[src/rtl/seg_pkg.sv]
// rtl/seg_pkg.sv - shared constants and helpers for the seven-segment scan controller
package seg_pkg;

  localparam int SEG_W = 7;

  // Active-high segment patterns for hex digits 0..F, bit0 = segment a
  localparam logic [SEG_W-1:0] SEG_TABLE [16] = '{
    7'h3F, 7'h06, 7'h5B, 7'h4F, 7'h66, 7'h6D, 7'h7D, 7'h07,
    7'h7F, 7'h6F, 7'h77, 7'h7C, 7'h39, 7'h5E, 7'h79, 7'h71
  };

  // All segments dark, in active-high terms
  localparam logic [SEG_W-1:0] SEG_OFF = '0;

  // Convert an active-high segment vector to pin polarity
  function automatic logic [SEG_W-1:0] seg_pol(input logic [SEG_W-1:0] s, input logic active_low);
    return active_low ? ~s : s;
  endfunction

endpackage

[src/rtl/seg_scan_ctrl_hex_seg_decode.sv]
// rtl/seg_scan_ctrl_hex_seg_decode.sv - hex nibble to active-high seven-segment decoder
module hex_seg_decode
  import seg_pkg::*;
(
  input  logic [3:0]       nibble,
  output logic [SEG_W-1:0] segs
);

  // Pure table lookup; polarity is applied later at the pin register
  assign segs = SEG_TABLE[nibble];

endmodule

[src/rtl/seg_scan_ctrl.sv]
// rtl/seg_scan_ctrl.sv - multiplexed seven-segment scan controller with PWM, blink and blanking
module seg_scan_ctrl
  import seg_pkg::*;
#(
  parameter int DIGITS       = 4,
  parameter int PWM_BITS     = 3,
  parameter int BLINK_FRAMES = 64,
  parameter int ACTIVE_LOW   = 1
) (
  input  logic                  display_clk,
  input  logic                  reset,
  input  logic [4*DIGITS-1:0]   value,
  input  logic [DIGITS-1:0]     dp_in,
  input  logic                  load,
  input  logic [PWM_BITS-1:0]   brightness,
  input  logic [DIGITS-1:0]     blink_mask,
  input  logic                  blank_lz,
  output logic [SEG_W-1:0]      seg,
  output logic                  dp,
  output logic [DIGITS-1:0]     an,
  output logic                  frame_done
);

  localparam int DIG_W = (DIGITS > 1) ? $clog2(DIGITS) : 1;
  localparam int BLK_W = (BLINK_FRAMES > 1) ? $clog2(BLINK_FRAMES) : 1;
  localparam int SH_W  = 5 * DIGITS;

  localparam logic                pol_low     = (ACTIVE_LOW != 0);
  localparam logic [PWM_BITS-1:0] PWM_MAX     = '1;
  localparam logic [DIG_W-1:0]    DIG_LAST    = DIG_W'(DIGITS - 1);
  localparam logic [BLK_W-1:0]    BLK_LAST    = BLK_W'(BLINK_FRAMES - 1);
  localparam logic [DIGITS-1:0]   AN_OFF      = pol_low ? {DIGITS{1'b1}} : {DIGITS{1'b0}};
  localparam logic [SEG_W-1:0]    SEG_PIN_OFF = seg_pol(SEG_OFF, pol_low);
  localparam logic                DP_OFF      = pol_low;

  logic [PWM_BITS-1:0] pwm_cnt;
  logic [DIG_W-1:0]    dig_idx;
  logic [BLK_W-1:0]    blink_cnt;
  logic                blink_phase;
  logic [SH_W-1:0]     shadow;
  logic [SH_W-1:0]     active;

  logic                  pwm_wrap;
  logic                  frame_wrap;
  logic [4*DIGITS-1:0]   active_val;
  logic [DIGITS-1:0]     active_dp;
  logic [DIGITS-1:0]     lz_blank;
  logic                  zero_above;
  logic [3:0]            cur_nib;
  logic                  lit;
  logic [DIGITS-1:0]     an_onehot;
  logic [SEG_W-1:0]      dec_seg;

  assign pwm_wrap   = (pwm_cnt == PWM_MAX);
  assign frame_wrap = pwm_wrap && (dig_idx == DIG_LAST);
  assign active_val = active[SH_W-1:DIGITS];
  assign active_dp  = active[DIGITS-1:0];
  assign cur_nib    = active_val[{dig_idx, 2'b00} +: 4];

  // Leading-zero mask: a digit blanks when it and every more significant nibble is zero; digit 0 never blanks
  always_comb begin
    lz_blank   = '0;
    zero_above = 1'b1;
    for (int i = DIGITS - 1; i >= 1; i--) begin
      zero_above  = zero_above && (active_val[4*i +: 4] == 4'h0);
      lz_blank[i] = blank_lz && zero_above;
    end
  end

  // Lit decision for the digit currently addressed by the scan counters
  always_comb begin
    lit = (pwm_cnt <= brightness)
          && !(blink_mask[dig_idx] && blink_phase)
          && !lz_blank[dig_idx];
    an_onehot = lit ? (DIGITS'(1) << dig_idx) : '0;
  end

  hex_seg_decode u_decode (
    .nibble (cur_nib),
    .segs   (dec_seg)
  );

  // PWM sub-slot and digit scan counters
  always_ff @(posedge display_clk or posedge reset) begin
    if (reset) begin
      pwm_cnt <= '0;
      dig_idx <= '0;
    end else begin
      pwm_cnt <= pwm_cnt + 1'b1;
      if (pwm_wrap) begin
        dig_idx <= (dig_idx == DIG_LAST) ? '0 : dig_idx + 1'b1;
      end
    end
  end

  // Blink frame counter and phase, advanced once per full scan
  always_ff @(posedge display_clk or posedge reset) begin
    if (reset) begin
      blink_cnt   <= '0;
      blink_phase <= 1'b0;
    end else if (frame_wrap) begin
      if (blink_cnt == BLK_LAST) begin
        blink_cnt   <= '0;
        blink_phase <= ~blink_phase;
      end else begin
        blink_cnt <= blink_cnt + 1'b1;
      end
    end
  end

  // Shadow capture on load; active only follows shadow at frame boundaries so no frame is ever mixed
  always_ff @(posedge display_clk or posedge reset) begin
    if (reset) begin
      shadow     <= '0;
      active     <= '0;
      frame_done <= 1'b0;
    end else begin
      if (load) begin
        shadow <= {value, dp_in};
      end
      if (frame_wrap) begin
        active <= shadow;
      end
      frame_done <= frame_wrap;
    end
  end

  // Pin registers: everything dark when unlit to avoid ghosting, polarity applied here
  always_ff @(posedge display_clk or posedge reset) begin
    if (reset) begin
      seg <= SEG_PIN_OFF;
      dp  <= DP_OFF;
      an  <= AN_OFF;
    end else begin
      seg <= lit ? seg_pol(dec_seg, pol_low) : SEG_PIN_OFF;
      dp  <= (lit && active_dp[dig_idx]) ^ DP_OFF;
      an  <= an_onehot ^ AN_OFF;
    end
  end

endmodule

[config.mk]
export PLATFORM = sky130hd
export DESIGN_NAME = seg_scan_ctrl
export DESIGN_NICKNAME = d
export VERILOG_FILES = /design/src/rtl/seg_pkg.sv /design/src/rtl/seg_scan_ctrl_hex_seg_decode.sv /design/src/rtl/seg_scan_ctrl.sv
export SDC_FILE = /design/constraint.sdc
export NUM_CORES = 1
export LEC_CHECK = 0
export BUFFER_PORTS_ARGS = -buffer_cell sky130_fd_sc_hd__buf_2
export CAP_MARGIN = 20
export CORE_AREA = 2 2 96 98
export DETAILED_ROUTE_END_ITERATION = 10
export DIE_AREA = 0 0 98 100
export HOLD_SLACK_MARGIN = 0.02
export PLACE_DENSITY_LB_ADDON = 0.05
export SKIP_CTS_REPAIR_TIMING = 1
export SYNTH_ARGS = -nofsm -noshare
export SYNTH_HDL_FRONTEND = slang
export SYNTH_SLANG_ARGS = --single-unit
[constraint.sdc]
create_clock -name display_clk -period 2.5 [get_ports display_clk]
set_clock_uncertainty 0.2 [all_clocks]
set_input_delay 0.5 -clock display_clk [delete_from_list [all_inputs] [get_ports display_clk]]
set_output_delay 0.5 -clock display_clk [all_outputs]
set_load 0.1 [all_outputs]
==> flow_summary.html <==
<table>
<tr><th>Metric</th><th>Value</th></tr>
<tr><th colspan="2">Yosys</th></tr>
<tr><td>Top post-synthesis cells by area</td><td>sky130_fd_sc_hd__dfrtp_1 (44%), sky130_fd_sc_hd__mux2_2 (16%), sky130_fd_sc_hd__dfstp_2 (11%), sky130_fd_sc_hd__ha_1 (6.7%), sky130_fd_sc_hd__mux4_2 (3.0%)</td></tr>
<tr><td>Sequential fraction of the synthesis area</td><td>0.548</td></tr>
<tr><td>Async set-reset flop share out of synthesis</td><td>1.00</td></tr>
<tr><td>Synth area leader</td><td>sky130_fd_sc_hd__dfrtp_1</td></tr>
<tr><td>Area share of the leading cell type in the synthesized netlist</td><td>0.443</td></tr>
<tr><td>Total number of yosys warnings</td><td>0</td></tr>
<tr><td>Number of enable-type register cells in the synthesized netlist</td><td>0</td></tr>
<tr><td>Number of nets in the synthesized netlist</td><td>269</td></tr>
<tr><td>Most numerous cell in the Yosys netlist</td><td>sky130_fd_sc_hd__dfrtp_1</td></tr>
<tr><td>Mean post-synth cell area</td><td>13.5 µm²</td></tr>
<tr><td>Syn Inst Count</td><td>222</td></tr>
<tr><td>Leading register cell type out of synthesis</td><td>sky130_fd_sc_hd__dfrtp_1</td></tr>
<tr><td>Synth cell types</td><td>39</td></tr>
<tr><td>FF+latch count, synth</td><td>65</td></tr>
<tr><td>Synthesized area</td><td>3000 µm²</td></tr>
<tr><td>Post-synth top cells</td><td>sky130_fd_sc_hd__dfrtp_1 (53), sky130_fd_sc_hd__mux2_2 (43), sky130_fd_sc_hd__ha_1 (16)</td></tr>
<tr><th colspan="2">CTS</th></tr>
<tr><td>Number of buffers created by CTS</td><td>9</td></tr>
<tr><td>Number of buffers on the longest clock path</td><td>2</td></tr>
<tr><td>TritonCTS clock tree</td><td>done</td></tr>
<tr><td>Source-to-sink clock delay at the later pin of the worst-skew pair</td><td>0.33 ns</td></tr>
<tr><td>H-tree depth</td><td>3</td></tr>
<tr><td>Buffer cell driving the clock tree root</td><td>sky130_fd_sc_hd__clkbuf_8</td></tr>
<tr><td>Clk slew on worst S/H paths</td><td>0.08 ns</td></tr>
<tr><td>Clock sink total</td><td>65</td></tr>
<tr><th colspan="2">Power and ir drop</th></tr>
<tr><td>Static leakage power</td><td>1.62 nW</td></tr>
<tr><td>Worst IR Drop VDD</td><td>0.273 mV</td></tr>
<tr><td>Power per standard cell area</td><td>712 nW/µm²</td></tr>
<tr><th colspan="2">Setup path</th></tr>
<tr><td>Data required time of the worst path</td><td>approximately 2.5 ns</td></tr>
<tr><td>Kind of capture point of the worst setup path</td><td>flop</td></tr>
<tr><td>Arrival time reported for the critical path endpoint</td><td>2.25 ns</td></tr>
<tr><td>Type of the worst setup path</td><td>reg2reg</td></tr>
<tr><td>Critical path startpoint category</td><td>flop</td></tr>
<tr><td>Critical-path maximum fanout</td><td>7</td></tr>
<tr><th colspan="2">Detailed routing</th></tr>
<tr><td>Initial DRC Count</td><td>66</td></tr>
<tr><td>Iteration count of the initial detailed-routing pass</td><td>4</td></tr>
<tr><td>Detail-routed net length per standard cell</td><td>14.5 µm</td></tr>
<tr><td>Mean number of vias per cell</td><td>4.76</td></tr>
<tr><td>Via Count</td><td>1864</td></tr>
<tr><td>Post-route DRC violation count</td><td>0</td></tr>
<tr><td>Detailed Route WL</td><td>between 5000 and 6000 µm</td></tr>
<tr><td>Post-route ant nets</td><td>0</td></tr>
<tr><th colspan="2">Placed design</th></tr>
<tr><td>Worst slack at placement</td><td>around 0.28 ns</td></tr>
<tr><td>Port Buf Inserts</td><td>43</td></tr>
<tr><td>Gpl congestion</td><td>0.761</td></tr>
<tr><td>Standard cell area after detailed placement</td><td>3360 µm²</td></tr>
<tr><td>Final HPWL DP</td><td>4100 µm</td></tr>
<tr><th colspan="2">Layout</th></tr>
<tr><td>Filler Cells Inserted</td><td>889</td></tr>
<tr><td>Post-route cell area</td><td>3570 µm²</td></tr>
<tr><td>Layout overhead on the synthesized area</td><td>19.2%</td></tr>
<tr><td>Final Net Count</td><td>323</td></tr>
<tr><td>Share of cells above drive strength 1</td><td>0.470</td></tr>
<tr><td>N_diodes</td><td>0</td></tr>
<tr><th colspan="2">Global routing</th></tr>
<tr><td>Number of global-route vias before repair</td><td>1914</td></tr>
<tr><td>Initial antenna violation count</td><td>0</td></tr>
<tr><td>Gr usage total</td><td>0.129</td></tr>
<tr><td>GR Overflow Total</td><td>0</td></tr>
<tr><td>First-pass GRT wire length</td><td>9890 µm</td></tr>
<tr><td>Pin count of the biggest net entering global routing</td><td>46</td></tr>
<tr><th colspan="2">Timing</th></tr>
<tr><td>Setup repair after global routing missed its margin</td><td>no</td></tr>
<tr><td>Final setup violation count</td><td>0</td></tr>
<tr><td>Shortest clock period the worst path allows after layout</td><td>2.21 ns</td></tr>
<tr><td>Transition time at the pin with the least slew margin</td><td>0.481 ns</td></tr>
<tr><td>Setup total negative slack</td><td>0 ns</td></tr>
<tr><td>Slew Limit Fails</td><td>0</td></tr>
<tr><td>Max Clock Freq</td><td>0.453 GHz</td></tr>
<tr><td>Final Cycle Share</td><td>0.882</td></tr>
<tr><td>Final Hold Vio Count</td><td>0</td></tr>
<tr><td>Final Worst Setup Slack</td><td>0.294 ns</td></tr>
<tr><td>Slew Limit Headroom</td><td>0.679</td></tr>
<tr><th colspan="2">Die</th></tr>
<tr><td>Die Wd</td><td>slightly below 100 µm</td></tr>
<tr><td>Number of ports placed on the die boundary</td><td>44</td></tr>
<tr><td>Placeable core area</td><td>8890 µm²</td></tr>
<tr><td>Die height</td><td>100 µm</td></tr>
<tr><td>Starting density of the core</td><td>0.337</td></tr>
<tr><td>Die outline area</td><td>slightly below 10000 µm²</td></tr>
<tr><td>Number of placement rows</td><td>35</td></tr>
<tr><th colspan="2">Flow run</th></tr>
<tr><td>Number of max-capacitance violations reported</td><td>0</td></tr>
<tr><th colspan="2">Outcome</th></tr>
<tr><td>Run status</td><td>complete, no violations</td></tr>
<tr><th colspan="2">Min path</th></tr>
<tr><td>Hold crit path type</td><td>in2reg</td></tr>
</table>
==> cell type report <==
| type | instances | area, µm² | area share |
|---|---|---|---|
| flip-flops and latches | 65 | 1640 | 0.460 |
| multi-input cells | 135 | 1250 | 0.349 |
| repair buffers | 52 | 298 | 0.0834 |
| well taps | 111 | 139 | 0.0389 |
| clock buffers | 10 | 128 | 0.0357 |
| clock inverters | 6 | 68.8 | 0.0193 |
| inverters | 13 | 48.8 | 0.0137 |
==> power breakdown <==
group	switching, W	internal [W]	total, W
combinational	0.000303	0.000145	0.000447
clock	0.000428	0.000464	0.000893
sequential	0.0000478	0.00116	0.00120
total	0.000779	0.00176	0.00254
==> stage by stage <==
stage	std cells	total power [W]	utilization	hold slack [ns]
after floorplan	222	0.00158	-	0.218
after global placement	375	0.00168	0.378	0.238
after detailed placement	375	0.00168	0.378	0.248
after CTS	391	0.00259	0.401	-0.0254
after global routing	392	0.00267	0.402	0.175
final	392	0.00254	0.402	0.186
==> critical path, stage by stage, from the launching register on <==
cell,delay [ns]
sky130_fd_sc_hd__dfrtp_1,0.51
sky130_fd_sc_hd__mux4_2,0.60
sky130_fd_sc_hd__inv_1,0.19
sky130_fd_sc_hd__ha_1,0.26
sky130_fd_sc_hd__inv_1,0.07
sky130_fd_sc_hd__a21oi_1,0.05
sky130_fd_sc_hd__o21ai_0,0.08
sky130_fd_sc_hd__o311ai_0,0.15
==> cells in the final DEF, fill, tap and decap left out, drive strengths merged, types with 6 or more instances in the layout <==
cell / count
mux2: 44
dfstp: 12
ha: 16
o21ai: 6
inv: 12
nand2: 14
dfrtp: 53
buf: 51
clkbuf: 10
a21oi: 6
==> kinds of logic after synthesis <==
logic type               count (synthesis)  share of synthesized area
flip-flops                              65                      0.548
multiplexers                            53                      0.218
AND/OR/NAND/NOR                         36                     0.0560
AO/OA/AOI/OAI                           24                     0.0585
buffers and inverters                   22                     0.0359
adder cells (fa/ha/maj)                 16                     0.0668
XOR/XNOR                                 6                     0.0175
==> flip-flops by register name, indices dropped and copies added, names as in the netlist <==
name	flops
active	20
shadow	20
seg	7
blink_cnt	6
an	4
pwm_cnt	3
dig_idx	2
blink_phase	1
dp	1
frame_done	1
==> metal layers <==
layer / up-vias / track usage / routed length (µm)
li1: 898 / - / -
met5: - / 0 / 0
met4: 0 / 0.0609 / 103
met3: 9 / 0.0286 / 221
met1: 920 / 0.182 / 2820
met2: 37 / 0.189 / 2520
==> final timing paths <==
check	slack (ns)	cells past startpoint	end	from
worst max-delay path	0.29	7	seg[1]$_DFF_PP1_	dig_idx[1]$_DFFE_PP0N_
worst min-delay path	0.19	2	shadow[0]$_DFFE_PP0P_	dp_in[0]
worst min register to register	0.25	1	pwm_cnt[0]$_DFF_PP0_	pwm_cnt[0]$_DFF_PP0_
max in group asynchronous	0.97	4	shadow[9]$_DFFE_PP0P_	reset
worst max register to register	0.29	7	seg[1]$_DFF_PP1_	dig_idx[1]$_DFFE_PP0N_
min in group asynchronous	0.52	3	pwm_cnt[1]$_DFF_PP0_	reset
No activity file was read; power rests on OpenSTA's default activity.
